`config.mk`:
```
export PLATFORM = sky130hd
export DESIGN_NAME = uart_key_rx_flat
export DESIGN_NICKNAME = d
export VERILOG_FILES = /design/src/rtl/uart_key_rx_if.sv /design/src/rtl/uart_key_rx.sv /design/src/flat_wrapper.sv
export SDC_FILE = /design/constraint.sdc
export NUM_CORES = 1
export LEC_CHECK = 0
export ABC_AREA = 1
export BUFFER_PORTS_ARGS = -buffer_cell sky130_fd_sc_hd__buf_2
export CAP_MARGIN = 20
export CORE_UTILIZATION = 45
export CTS_BUF_LIST = sky130_fd_sc_hd__clkbuf_4
export DETAILED_ROUTE_END_ITERATION = 10
export MAX_ROUTING_LAYER = met4
export PLACE_DENSITY = 0.76
export SYNTH_ARGS = -nofsm -noshare
export SYNTH_HDL_FRONTEND = slang
export SYNTH_SLANG_ARGS = --single-unit
```
`constraint.sdc`:
```
create_clock -name clk_i -period 3.4 [get_ports clk_i]
set_input_delay 0.17 -clock clk_i [delete_from_list [all_inputs] [get_ports clk_i]]
set_output_delay 0.17 -clock clk_i [all_outputs]
set_load 0.02 [all_outputs]
```
`src/rtl/uart_key_rx_if.sv`:
```
// Serial-link bundle between the wallet UART key receiver and its host.
// The master drives the line and the clear request; the slave (receiver) returns bytes and the key.
`timescale 1ns/1ps
interface uart_key_rx_if #(
    parameter int KEY_BYTES = 32
);
    logic                     rx_i;
    logic                     key_clr_i;
    logic [7:0]               rx_byte_o;
    logic                     rx_dv_o;
    logic                     frame_err_o;
    logic [5:0]               byte_cnt_o;
    logic [KEY_BYTES*8-1:0]   key_o;
    logic                     key_valid_o;

    modport master (
        output rx_i, key_clr_i,
        input  rx_byte_o, rx_dv_o, frame_err_o, byte_cnt_o, key_o, key_valid_o
    );
    modport slave (
        input  rx_i, key_clr_i,
        output rx_byte_o, rx_dv_o, frame_err_o, byte_cnt_o, key_o, key_valid_o
    );
endinterface

```
`src/rtl/uart_key_rx.sv`:
```
// UART 8N1 receiver that packs KEY_BYTES consecutive good bytes into a key, first byte in key_o[7:0].
// Partial key material is zeroed on framing error, idle gap, clear request or reset; never held.
`timescale 1ns/1ps
module uart_key_rx #(
    parameter int CLKS_PER_BIT = 87,
    parameter int KEY_BYTES    = 32,
    parameter int GAP_BITS     = 20
) (
    input  logic          clk_i,
    input  logic          rst_i,
    uart_key_rx_if.slave  bus
);
    localparam int CW      = $clog2(CLKS_PER_BIT);
    localparam int GAP_LIM = GAP_BITS * CLKS_PER_BIT;
    localparam int GW      = $clog2(GAP_LIM);
    localparam logic [CW-1:0] HALF     = CW'((CLKS_PER_BIT - 1) / 2);
    localparam logic [CW-1:0] LAST     = CW'(CLKS_PER_BIT - 1);
    localparam logic [GW-1:0] GAP_LAST = GW'(GAP_LIM - 1);
    localparam logic [5:0]    FULL     = 6'(KEY_BYTES);
    localparam logic [5:0]    FULL_M1  = 6'(KEY_BYTES - 1);

    typedef enum logic [2:0] {IDLE, START, DATA, STOP, WAIT_HI} state_t;

    state_t                 state;
    logic                   rx_meta, rxs;
    logic [CW-1:0]          clk_cnt;
    logic [2:0]             bit_idx;
    logic [7:0]             shreg;
    logic [GW-1:0]          gap_cnt;
    logic [7:0]             rx_byte_q;
    logic                   rx_dv_q, frame_err_q, key_valid_q;
    logic [5:0]             byte_cnt_q;
    logic [KEY_BYTES*8-1:0] key_q;

    logic stop_smp, byte_ok, byte_bad, gap_act, gap_hit;

    assign stop_smp = (state == STOP) && (clk_cnt == LAST);
    assign byte_ok  = stop_smp && rxs;
    assign byte_bad = stop_smp && !rxs;
    // A frame is "partial" only strictly between empty and full.
    assign gap_act  = (byte_cnt_q != 6'd0) && (byte_cnt_q != FULL);
    assign gap_hit  = (state == IDLE) && gap_act && (gap_cnt == GAP_LAST);

    always_ff @(posedge clk_i) begin
        if (rst_i) begin
            state       <= IDLE;
            rx_meta     <= 1'b1;
            rxs         <= 1'b1;
            clk_cnt     <= '0;
            bit_idx     <= '0;
            shreg       <= '0;
            gap_cnt     <= '0;
            rx_byte_q   <= '0;
            rx_dv_q     <= 1'b0;
            frame_err_q <= 1'b0;
            key_valid_q <= 1'b0;
            byte_cnt_q  <= '0;
            key_q       <= '0;
        end else begin
            rx_meta     <= bus.rx_i;
            rxs         <= rx_meta;
            rx_dv_q     <= 1'b0;
            frame_err_q <= 1'b0;

            case (state)
                IDLE: begin
                    clk_cnt <= '0;
                    if (!rxs) state <= START;
                end
                START: begin
                    if (clk_cnt == HALF) begin
                        clk_cnt <= '0;
                        bit_idx <= '0;
                        state   <= rxs ? IDLE : DATA;
                    end else begin
                        clk_cnt <= clk_cnt + CW'(1);
                    end
                end
                DATA: begin
                    if (clk_cnt == LAST) begin
                        clk_cnt <= '0;
                        shreg   <= {rxs, shreg[7:1]};
                        bit_idx <= bit_idx + 3'd1;
                        if (bit_idx == 3'd7) state <= STOP;
                    end else begin
                        clk_cnt <= clk_cnt + CW'(1);
                    end
                end
                STOP: begin
                    if (clk_cnt == LAST) begin
                        clk_cnt <= '0;
                        if (rxs) begin
                            rx_dv_q   <= 1'b1;
                            rx_byte_q <= shreg;
                            state     <= IDLE;
                        end else begin
                            frame_err_q <= 1'b1;
                            state       <= WAIT_HI;
                        end
                    end else begin
                        clk_cnt <= clk_cnt + CW'(1);
                    end
                end
                WAIT_HI: if (rxs) state <= IDLE;
                default: state <= IDLE;
            endcase

            // Gap timer only runs while idle in a partial frame; any START entry leaves IDLE and clears it.
            if ((state == IDLE) && gap_act && !gap_hit) gap_cnt <= gap_cnt + GW'(1);
            else                                        gap_cnt <= '0;

            if (bus.key_clr_i) begin
                key_q       <= '0;
                byte_cnt_q  <= '0;
                key_valid_q <= 1'b0;
            end else if (byte_ok && !key_valid_q) begin
                key_q[{byte_cnt_q, 3'b000} +: 8] <= shreg;
                byte_cnt_q <= byte_cnt_q + 6'd1;
                if (byte_cnt_q == FULL_M1) key_valid_q <= 1'b1;
            end else if ((byte_bad || gap_hit) && gap_act) begin
                key_q      <= '0;
                byte_cnt_q <= '0;
            end
        end
    end

    assign bus.rx_byte_o   = rx_byte_q;
    assign bus.rx_dv_o     = rx_dv_q;
    assign bus.frame_err_o = frame_err_q;
    assign bus.byte_cnt_o  = byte_cnt_q;
    assign bus.key_o       = key_q;
    assign bus.key_valid_o = key_valid_q;
endmodule

```
`src/flat_wrapper.sv`:
```
// flat-port wrapper written by rule: the top's interface ports become plain ports
module uart_key_rx_flat 
#(
    parameter int CLKS_PER_BIT = 87,
    parameter int KEY_BYTES    = 32,
    parameter int GAP_BITS     = 20
)
  (clk_i, rst_i, bus_rx_i, bus_key_clr_i, bus_rx_byte_o, bus_rx_dv_o, bus_frame_err_o, bus_byte_cnt_o, bus_key_o, bus_key_valid_o);
  uart_key_rx_if #(.KEY_BYTES(KEY_BYTES)) bus_i ();
  input  logic clk_i;
  input  logic rst_i;
  input wire logic [$bits(bus_i.rx_i)-1:0] bus_rx_i;
  input wire logic [$bits(bus_i.key_clr_i)-1:0] bus_key_clr_i;
  output wire logic [$bits(bus_i.rx_byte_o)-1:0] bus_rx_byte_o;
  output wire logic [$bits(bus_i.rx_dv_o)-1:0] bus_rx_dv_o;
  output wire logic [$bits(bus_i.frame_err_o)-1:0] bus_frame_err_o;
  output wire logic [$bits(bus_i.byte_cnt_o)-1:0] bus_byte_cnt_o;
  output wire logic [$bits(bus_i.key_o)-1:0] bus_key_o;
  output wire logic [$bits(bus_i.key_valid_o)-1:0] bus_key_valid_o;
  assign bus_i.rx_i = bus_rx_i;
  assign bus_i.key_clr_i = bus_key_clr_i;
  assign bus_rx_byte_o = bus_i.rx_byte_o;
  assign bus_rx_dv_o = bus_i.rx_dv_o;
  assign bus_frame_err_o = bus_i.frame_err_o;
  assign bus_byte_cnt_o = bus_i.byte_cnt_o;
  assign bus_key_o = bus_i.key_o;
  assign bus_key_valid_o = bus_i.key_valid_o;
  uart_key_rx #(.CLKS_PER_BIT(CLKS_PER_BIT), .KEY_BYTES(KEY_BYTES), .GAP_BITS(GAP_BITS)) u_core (.clk_i(clk_i), .rst_i(rst_i), .bus(bus_i));
endmodule
```
# Yosys cells after proc, flatten, opt, wreduce, memory -nomap -nowiden

Index checks and enable logic that the tools add are counted.

Bits in registers: 307
Input bits: 4
Output and inout port bits: 273
Logic and storage cells: 88

$add $sub $neg: 5
Eq/ne operators: 16
Shift-type cells: 2
Multiplexer cells: 22
Bitwise logic cells: 3
Reduce and logical (&&, ||, !) cells: 27

Operators by type and width:

| operator                                                                 | number |
|---|---|
| 256-bit two-way mux                                                      | 2 |
| 256-bit bitwise mux                                                      | 1 |
| 8-bit by 11-bit variable shift with 256-bit output, first input constant | 1 |
| 8-bit by 11-bit indexed part select with 256-bit output                  | 1 |
| 3-bit two-way mux                                                        | 9 |
| 7-bit one-hot mux with 3 select lines                                    | 1 |
| 3-bit one-hot mux with 5 select lines                                    | 1 |
| 7-bit two-way mux                                                        | 2 |
| 6-bit two-way mux                                                        | 2 |
| 11-bit by 1-bit adder with 11-bit output, second input constant          | 1 |
| 11-bit equality test, second input constant                              | 1 |
| 9-bit negation with 11-bit output                                        | 1 |
| 1-bit logical AND                                                        | 9 |
| 2-bit by 1-bit inequality test with 1-bit output, second input constant  | 4 |
| 7-bit by 1-bit adder with 7-bit output, second input constant            | 1 |
| 7-bit by 6-bit equality test with 1-bit output, second input constant    | 1 |
| 7-bit equality test, second input constant                               | 1 |
| 6-bit by 1-bit adder with 6-bit output, second input constant            | 1 |
| 3-bit by 2-bit equality test with 1-bit output, second input constant    | 2 |
| 3-bit equality test, second input constant                               | 2 |
| 6-bit by 5-bit equality test with 1-bit output, second input constant    | 1 |
| 6-bit inequality test, second input constant                             | 1 |
| 3-bit one-hot mux with 2 select lines                                    | 1 |
| 3-bit AND reduction                                                      | 2 |
| 16 further kinds                                                         | 26 |

# Depth between registers and ports, before layout

Gate-level depths: netlist (run 1).

Depth in word-level cells: 8
Gate-level depth with buffers: 16

# Worst setup path before layout (run 1)

No wires, ideal clock.

Path type: register -> register
Start: register u_core.byte_cnt_q[0], in the netlist u_core.bus.byte_cnt_o[0]
End: register u_core.key_q[128], in the netlist u_core.bus.key_o[128]
Library setup time: 0.132 ns
Arrival: 2.598 ns
Required time: 3.268 ns
Path slack: 0.670 ns
Stages on the path, launching flop included: 12
Buffers on the path: 3
Period minus slack after synthesis: 2.730 ns
Cells stage by stage: dfxtp_1 buf_2 inv_2 clkbuf_1 ha_1 clkbuf_1 nor2_1 nand4_1 nor2_1 nand2_1 nand3_1 a21oi_1

Cells in the longest elaborated chain, start to end: 7

RTL lines:

| what                                                                                      | line               | text |
|---|---|---|
| from (decl)                                                                               | uart_key_rx.sv:32  | `logic [5:0] byte_cnt_q;` |
| from (signal assigned)                                                                    | uart_key_rx.sv:118 | `byte_cnt_q <= byte_cnt_q + 6'd1;` |
| parallel branches: the longest is 7 deep, another holds 9-bit negation with 11-bit output | -                  |  |
| to (signal, indexed assignment)                                                           | uart_key_rx.sv:117 | `key_q[{byte_cnt_q, 3'b000} +: 8] <= shreg;` |
| to (decl)                                                                                 | uart_key_rx.sv:33  | `logic [KEY_BYTES*8-1:0] key_q;` |

Parallel ways; which one is timed is not known.
A chain may end at the register's enable or synchronous reset.

# Final worst setup path (run 1)

Start: register u_core.byte_cnt_q[1], in the netlist u_core.bus.byte_cnt_o[1]
End: register u_core.key_q[52], in the netlist u_core.bus.key_o[52]

The elaborated chain is that of the path after synthesis.

==> results.yml, run 1 <==
die:
  die_w_um: 171
  die_h_um: 171
  initial_utilization: 0.460
  dieArea_mm2: 0.0291
  io_pins: 277
  rows: 61
  core-area_mm2: 0.0279
place:
  gp_congestion: 1.00
  hpwl_mm: 29.7
  portBuffers: 276
timing:
  totalNegativeSetupSlack_ns: 0
  fmax_mhz: 348
  worst_slew_pin_slew_ns: 0.744
  hold_violations: 0
  skew_ns: 0.0356
  report.final.slew_viol_count: 0
  slew_headroom: 0.500
  min_period_over_period: 0.846
  min_period_ns: 2.88
  rsz0062_at_grt: "no"
  setup_viol: 0
global_route:
  grt_max_degree: 92
  track_usage: 0.291
  antenna_found_initial: 1
  grt_pass1_wl_mm: 64.7
  grt_overflow: 0
  grt_pass1_vias: 12144
drt:
  dr.pass1.iters: 7
  ant_nets: 0
  finalWirelength_mm: 41.9
  drc: 0
  vias: 13097
  drt_iter0_markers: 1423
  viasPerCell: 5.40
  wl_per_cell_um: 17.3
synth:
  syn-instance-count: 1691
  synth_fp_nets: 1705
  synthSimpleGateAreaFrac: 0.335
  synthMuxAreaShare: 0
  synth-async-reset-ratio: 0
  synthFlopType: "dfxtp_1"
  synth_top_family_by_area: "simple AND/OR/NAND/NOR gates"
  synth.distinct_cells: 32
  synth_compound_area_frac: 0.118
  synth_edf_count: 0
  ys_ff_latch: 307
  synth_xor_xnor_area_share: 0.00342
  syn-mean-instance-area_um2: 7.57
  yosysWarnings: 0
  synth-seq-area-share: 0.480
  netlist_area_mm2: 0.0128
  synthAdderAreaFrac: 0.00977
finish:
  final_util: 0.560
  drive_gt1_frac: 0.240
  layout_common_cells: "362 x nand2_1, 310 x nand3_1, 307 x dfxtp_1, 278 x a21oi_1, 276 x buf_2"
  final_common_cell: "nand2_1"
  num-nets-final: 2009
  areaGrowthSynthToFinish_pct: 21.9
clock_network:
  cts_buffers: 82
  clock_latency_ns: 0.71
  post_cts_buffers: 0
  post_cts_resized: 0
  ctsHoldBuffers: 4
  clkSinkCount: 307
  h-tree-depth: 3
  clock_path_buffers: 3
  clkTransAtPathRegs_ns: 0.06
  root_buffer: "clkbuf_4"
  cts_tree: "done"
setup_path:
  path_delay_family: "simple AND/OR/NAND/NOR gates"
  cp-end-kind: "flip-flop"
  cpPeakStageDelay_ns: 0.54
  cp_cell_sequence: "inv_1 -> ha_1 -> inv_1 -> nor2_1 -> nand2_1 -> nand2_2 -> inv_2 -> nand3_1 -> nor2_2 -> nand2_1 -> nand3_1 -> a21oi_1"
  arrival_ns: 3.41
  r2r_start: "u_core.bus.byte_cnt_o[1]"
  startpoint_type: "flip-flop"
  critPathBufInv: 3
  r2r_cells: 12
  regToRegSetupSlack_ns: 0.52
  cp_max_fo: 9
  critical-path-slowest-cell: "nor2_2"
  reg2reg_to: "u_core.bus.key_o[52]"
  critical_path_class: "flip-flop to flip-flop"
  critPathRequiredTime_ns: 3.93
hold_path:
  whs_path_depth: 3
  hold-path-endpoint: "u_core.state[1]"
  hp-class: "input port to flip-flop"
  min_from: "rst_i"
power_and_ir_drop:
  ir_drop_uv: 261
  p_per_area_mw_per_mm2: 465
  p_leak_uw: 0.00667
status:
  status: "completed"
run:
  max_cap_violations: 0
[metrics by stage]
stage / power [µW] / cell area [µm²] / hold WS [ns] / setup WS [ns] / instances
finish: 7260 / 15600 / 0.387 / 0.523 / 2427
global route: 7530 / 15600 / 0.380 / 0.300 / 2427
CTS: 7300 / 15600 / 0.325 / 0.559 / 2426
detailed placement: 3880 / 14500 / 0.361 / 0.568 / 2285
global placement: 3870 / 14500 / 0.354 / 0.633 / 2285
floorplan: 3840 / 12800 / 0.274 / 0.670 / 1691
[sequential cells by signal, indices dropped and copies added, names as in the netlist]
register / cells
u_core.rx_meta: 1
u_core.bus.byte_cnt_o: 6
u_core.bit_idx: 3
u_core.rxs: 1
u_core.clk_cnt: 7
u_core.bus.rx_byte_o: 8
u_core.bus.key_valid_o: 1
u_core.bus.rx_dv_o: 1
u_core.bus.key_o: 256
u_core.bus.frame_err_o: 1
u_core.shreg: 8
u_core.state: 3
u_core.gap_cnt: 11
[worst min-delay path, delay by kind of cell]
family,cells,cell delay (ns)
buf+inv,2,0.75
simple gates,1,0.12
[routing by layer]
metal / track usage / share of wire / up-vias
li1: - / - / 6313
met1: 0.362 / 0.42 / 6059
met2: 0.452 / 0.46 / 623
met3: 0.0641 / 0.081 / 102
met4: 0.129 / 0.036 / 0
met5: - / 0 / -
[kinds of logic (layout without fill, tap and decap cells)]
kind of cell / count (synthesis) / after routing
AO/OA/AOI/OAI: 302 / 302
XOR/XNOR: 5 / 5
adder cells (fa/ha/maj): 10 / 10
buffers and inverters: 166 / 523
flip-flops: 307 / 307
other: 0 / 1
AND/OR/NAND/NOR: 901 / 901
[synthesized netlist by cell type (2+ instances only)]
master | n | area (µm²)
clkbuf_1 | 44 | 165
buf_2 | 24 | 120
xnor2_1 | 2 | 17.5
buf_4 | 3 | 22.5
o21ai_0 | 22 | 110
xor2_1 | 3 | 26.3
nand3_4 | 2 | 35.0
inv_1 | 76 | 285
ha_1 | 10 | 125
or2_2 | 3 | 18.8
nand2_2 | 8 | 50.1
nand3_1 | 310 | 1550
dfxtp_1 | 307 | 6150
nor2_4 | 6 | 67.6
nand4_1 | 8 | 50.1
nor2_1 | 133 | 499
nor2_2 | 13 | 81.3
nor3_1 | 30 | 150
buf_8 | 2 | 30.0
nand3b_1 | 2 | 15.0
inv_2 | 13 | 48.8
nand2_4 | 2 | 22.5
a21oi_1 | 278 | 1390
nand2_1 | 363 | 1360
buf_1 | 3 | 11.3
nor2_8 | 18 | 360
[final cells by class]
cell class	instances	area, µm²
Fill cell	2671	12200
Sequential cell	307	6150
Multi-Input combinational cell	1218	5980
Timing Repair Buffer	296	1580
Clock buffer	122	916
Tap cell	378	473
Inverter	90	343
Clock inverter	15	173
Antenna cell	1	2.50
[worst max-delay path by stage]
stage,end,startpoint,cells after the start,slack [ns]
after floorplan,u_core.bus.key_o[128],u_core.bus.byte_cnt_o[0],11,0.67
after global placement,u_core.bus.key_o[204],u_core.bus.byte_cnt_o[1],9,0.63
after detailed placement,u_core.bus.key_o[52],u_core.bus.byte_cnt_o[1],12,0.57
after CTS,u_core.bus.key_o[52],u_core.bus.byte_cnt_o[1],12,0.56
after global routing,u_core.bus.key_o[207],u_core.bus.byte_cnt_o[0],12,0.30
final,u_core.bus.key_o[52],u_core.bus.byte_cnt_o[1],12,0.52
[power by group]
group	total, µW	switching, µW	internal, µW
Clock	3460	1520	1930
Combinational	180	134	46.1
Sequential	3620	14.3	3610
Note: power is estimated with default switching activity, not from simulation.
==> inputs of run 2 (changes only) <==
PLACE_DENSITY = 0.79   (was 0.76)
clock period = 2.4 ns   (was 3.4 ns; I/O delays follow)
==> run 2 against run 1 <==
Design area rose by 1.7%. Non-clock buffer count rose by 32. Clock power rose by 25%. Largest cell class unchanged. Highest routed layer unchanged.
==> results.yml, run 2 (same netlist as run 1, synthesis figures left out) <==
status:
  status: "completed"
finish:
  areaGrowthSynthToFinish_pct: 24.0
  layout_common_cells: "348 x nand2_1, 308 x nand3_1, 306 x dfxtp_1, 278 x a21oi_1, 276 x buf_2"
  drive_gt1_frac: 0.260
  design_area_mm2: 0.0159
  num-nets-final: 2039
  largest_reg_flops: 256
  final_common_cell: "nand2_1"
global_route:
  grt_max_degree: 97
  grt_pass1_wl_mm: 64.5
  grt_pass1_vias: 12136
  track_usage: 0.292
  antenna_found_initial: 1
  grt_overflow: 0
power_and_ir_drop:
  pwr-share-seq: 0.527
  p_leak_uw: 0.00678
  pwr-share-comb: 0.027
  power_switching_uw: 2310
  ir_drop_uv: 392
  p_int_uw: 7420
  p_per_area_mw_per_mm2: 612
  p_sw_frac: 0.238
  power.clock.fraction: 0.445
drt:
  ant_nets: 0
  finalWirelength_mm: 42.8
  vias: 13397
  drc: 0
  dr.pass1.iters: 7
  viasPerCell: 5.45
  drt_iter0_markers: 1357
  wl_per_cell_um: 17.4
clock_network:
  h-tree-depth: 3
  post_cts_buffers: 0
  clkSinkCount: 307
  clkTransAtPathRegs_ns: 0.07
  cts_tree: "done"
  cts_buffers: 80
  root_buffer: "clkbuf_4"
  clock_path_buffers: 3
  clock_latency_ns: 0.70
die:
  dieArea_mm2: 0.0291
  initial_utilization: 0.460
  rows: 61
  io_pins: 277
  die_h_um: 171
  die_w_um: 171
  core-area_mm2: 0.0279
setup_path:
  cp_max_fo: 13
  critical_path_class: "flip-flop to flip-flop"
  crit_start: "u_core.bus.byte_cnt_o[1]"
  critPathRequiredTime_ns: 2.93
  cp-end-kind: "flip-flop"
  worstSetupEndpoint: "u_core.bus.key_o[0]"
  reg2reg_to: "u_core.bus.key_o[0]"
  startpoint_type: "flip-flop"
  regToRegSetupSlack_ns: 0.08
  r2r_cells: 12
  r2r_start: "u_core.bus.byte_cnt_o[1]"
  arrival_ns: 2.85
place:
  dpl_cell_area_mm2: 0.0148
  hpwl_mm: 30.3
  gp_congestion: 0.977
  portBuffers: 276
timing:
  min_period_ns: 2.32
  slew_headroom: 0.550
  skew_ns: 0.0344
  whs_ns: 0.355
  worst_slew_pin_slew_ns: 0.674
  hold_violations: 0
  setup_viol: 0
  report.final.slew_viol_count: 0
  rsz0062_at_grt: "yes"
  min_period_over_period: 0.969
  fmax_mhz: 430
run:
  max_cap_violations: 0
hold_path:
  hp-class: "input port to flip-flop"
run 2: worst max-delay path, stage by stage, from the launching register on:
cell and delay, ns:
dfxtp_1 0.33, inv_1 0.06, ha_1 0.20, inv_1 0.08
nand2_1 0.06, nand2_2 0.19, inv_2 0.15, buf_4 0.20
nor2_2 0.13, buf_4 0.18, nand4_1 0.34, nand3_1 0.18
a21oi_1 0.08
run 2: power by group through the flow:
| stage | clock network [µW] | logic (µW) | registers, µW |
|---|---|---|---|
| 2_1_floorplan | 0 | 194 | 5240 |
| 3_3_place_gp | 0 | 245 | 5240 |
| 3_5_place_dp | 0 | 251 | 5250 |
| 4_1_cts | 4410 | 257 | 5130 |
| 5_1_grt | 4690 | 293 | 5130 |
| 6_report | 4330 | 264 | 5130 |
run 2: how the worst min path moves through the flow:
stage,startpoint,to,slack [ns],cells after the start
4_1_cts,rst_i,u_core.bit_idx[2],0.30,4
2_1_floorplan,bus_rx_i,u_core.rx_meta,0.22,1
3_3_place_gp,bus_rx_i,u_core.rx_meta,0.30,2
3_5_place_dp,bus_rx_i,u_core.rx_meta,0.31,2
5_1_grt,rst_i,u_core.state[1],0.35,4
6_report,rst_i,u_core.clk_cnt[5],0.35,4
run 2: final cells by class:
| cell class | instances | area, µm² |
|---|---|---|
| diodes | 1 | 2.50 |
| multi-input cells | 1218 | 6090 |
| well taps | 378 | 473 |
| flip-flops and latches | 307 | 6150 |
| repair buffers | 328 | 1870 |
| clock inverters | 18 | 68.8 |
| fillers | 2611 | 12000 |
| inverters | 90 | 343 |
| clock buffers | 118 | 886 |
run 2: stage by stage:
stage          std cells  total power, µW  setup WS [ns]   util  TNS [ns]
2_1_floorplan       1691             5440        0.00330      -         0
5_1_grt             2458            10100        -0.0628  0.570     -1.20
3_5_place_dp        2316             5500          0.101  0.530         0
6_report            2458             9730         0.0751  0.570         0
3_3_place_gp        2316             5490          0.176  0.530         0
4_1_cts             2457             9790         0.0847  0.566         0
run 2: per-layer routing:
layer / vias up / global-route usage / routed length, µm
met5: - / - / 0
met4: 0 / 0.130 / 1540
met3: 103 / 0.0692 / 4060
met2: 722 / 0.443 / 19500
met1: 6196 / 0.368 / 17700
li1: 6376 / - / -
run 2: timing repair:
action / 4_1_cts / 5_1_grt
setup endpoints to repair: 0 / 93
endpoints found under the hold margin: 21 / 0
hold buffers: 5 / 0
gates resized for setup: 0 / 29
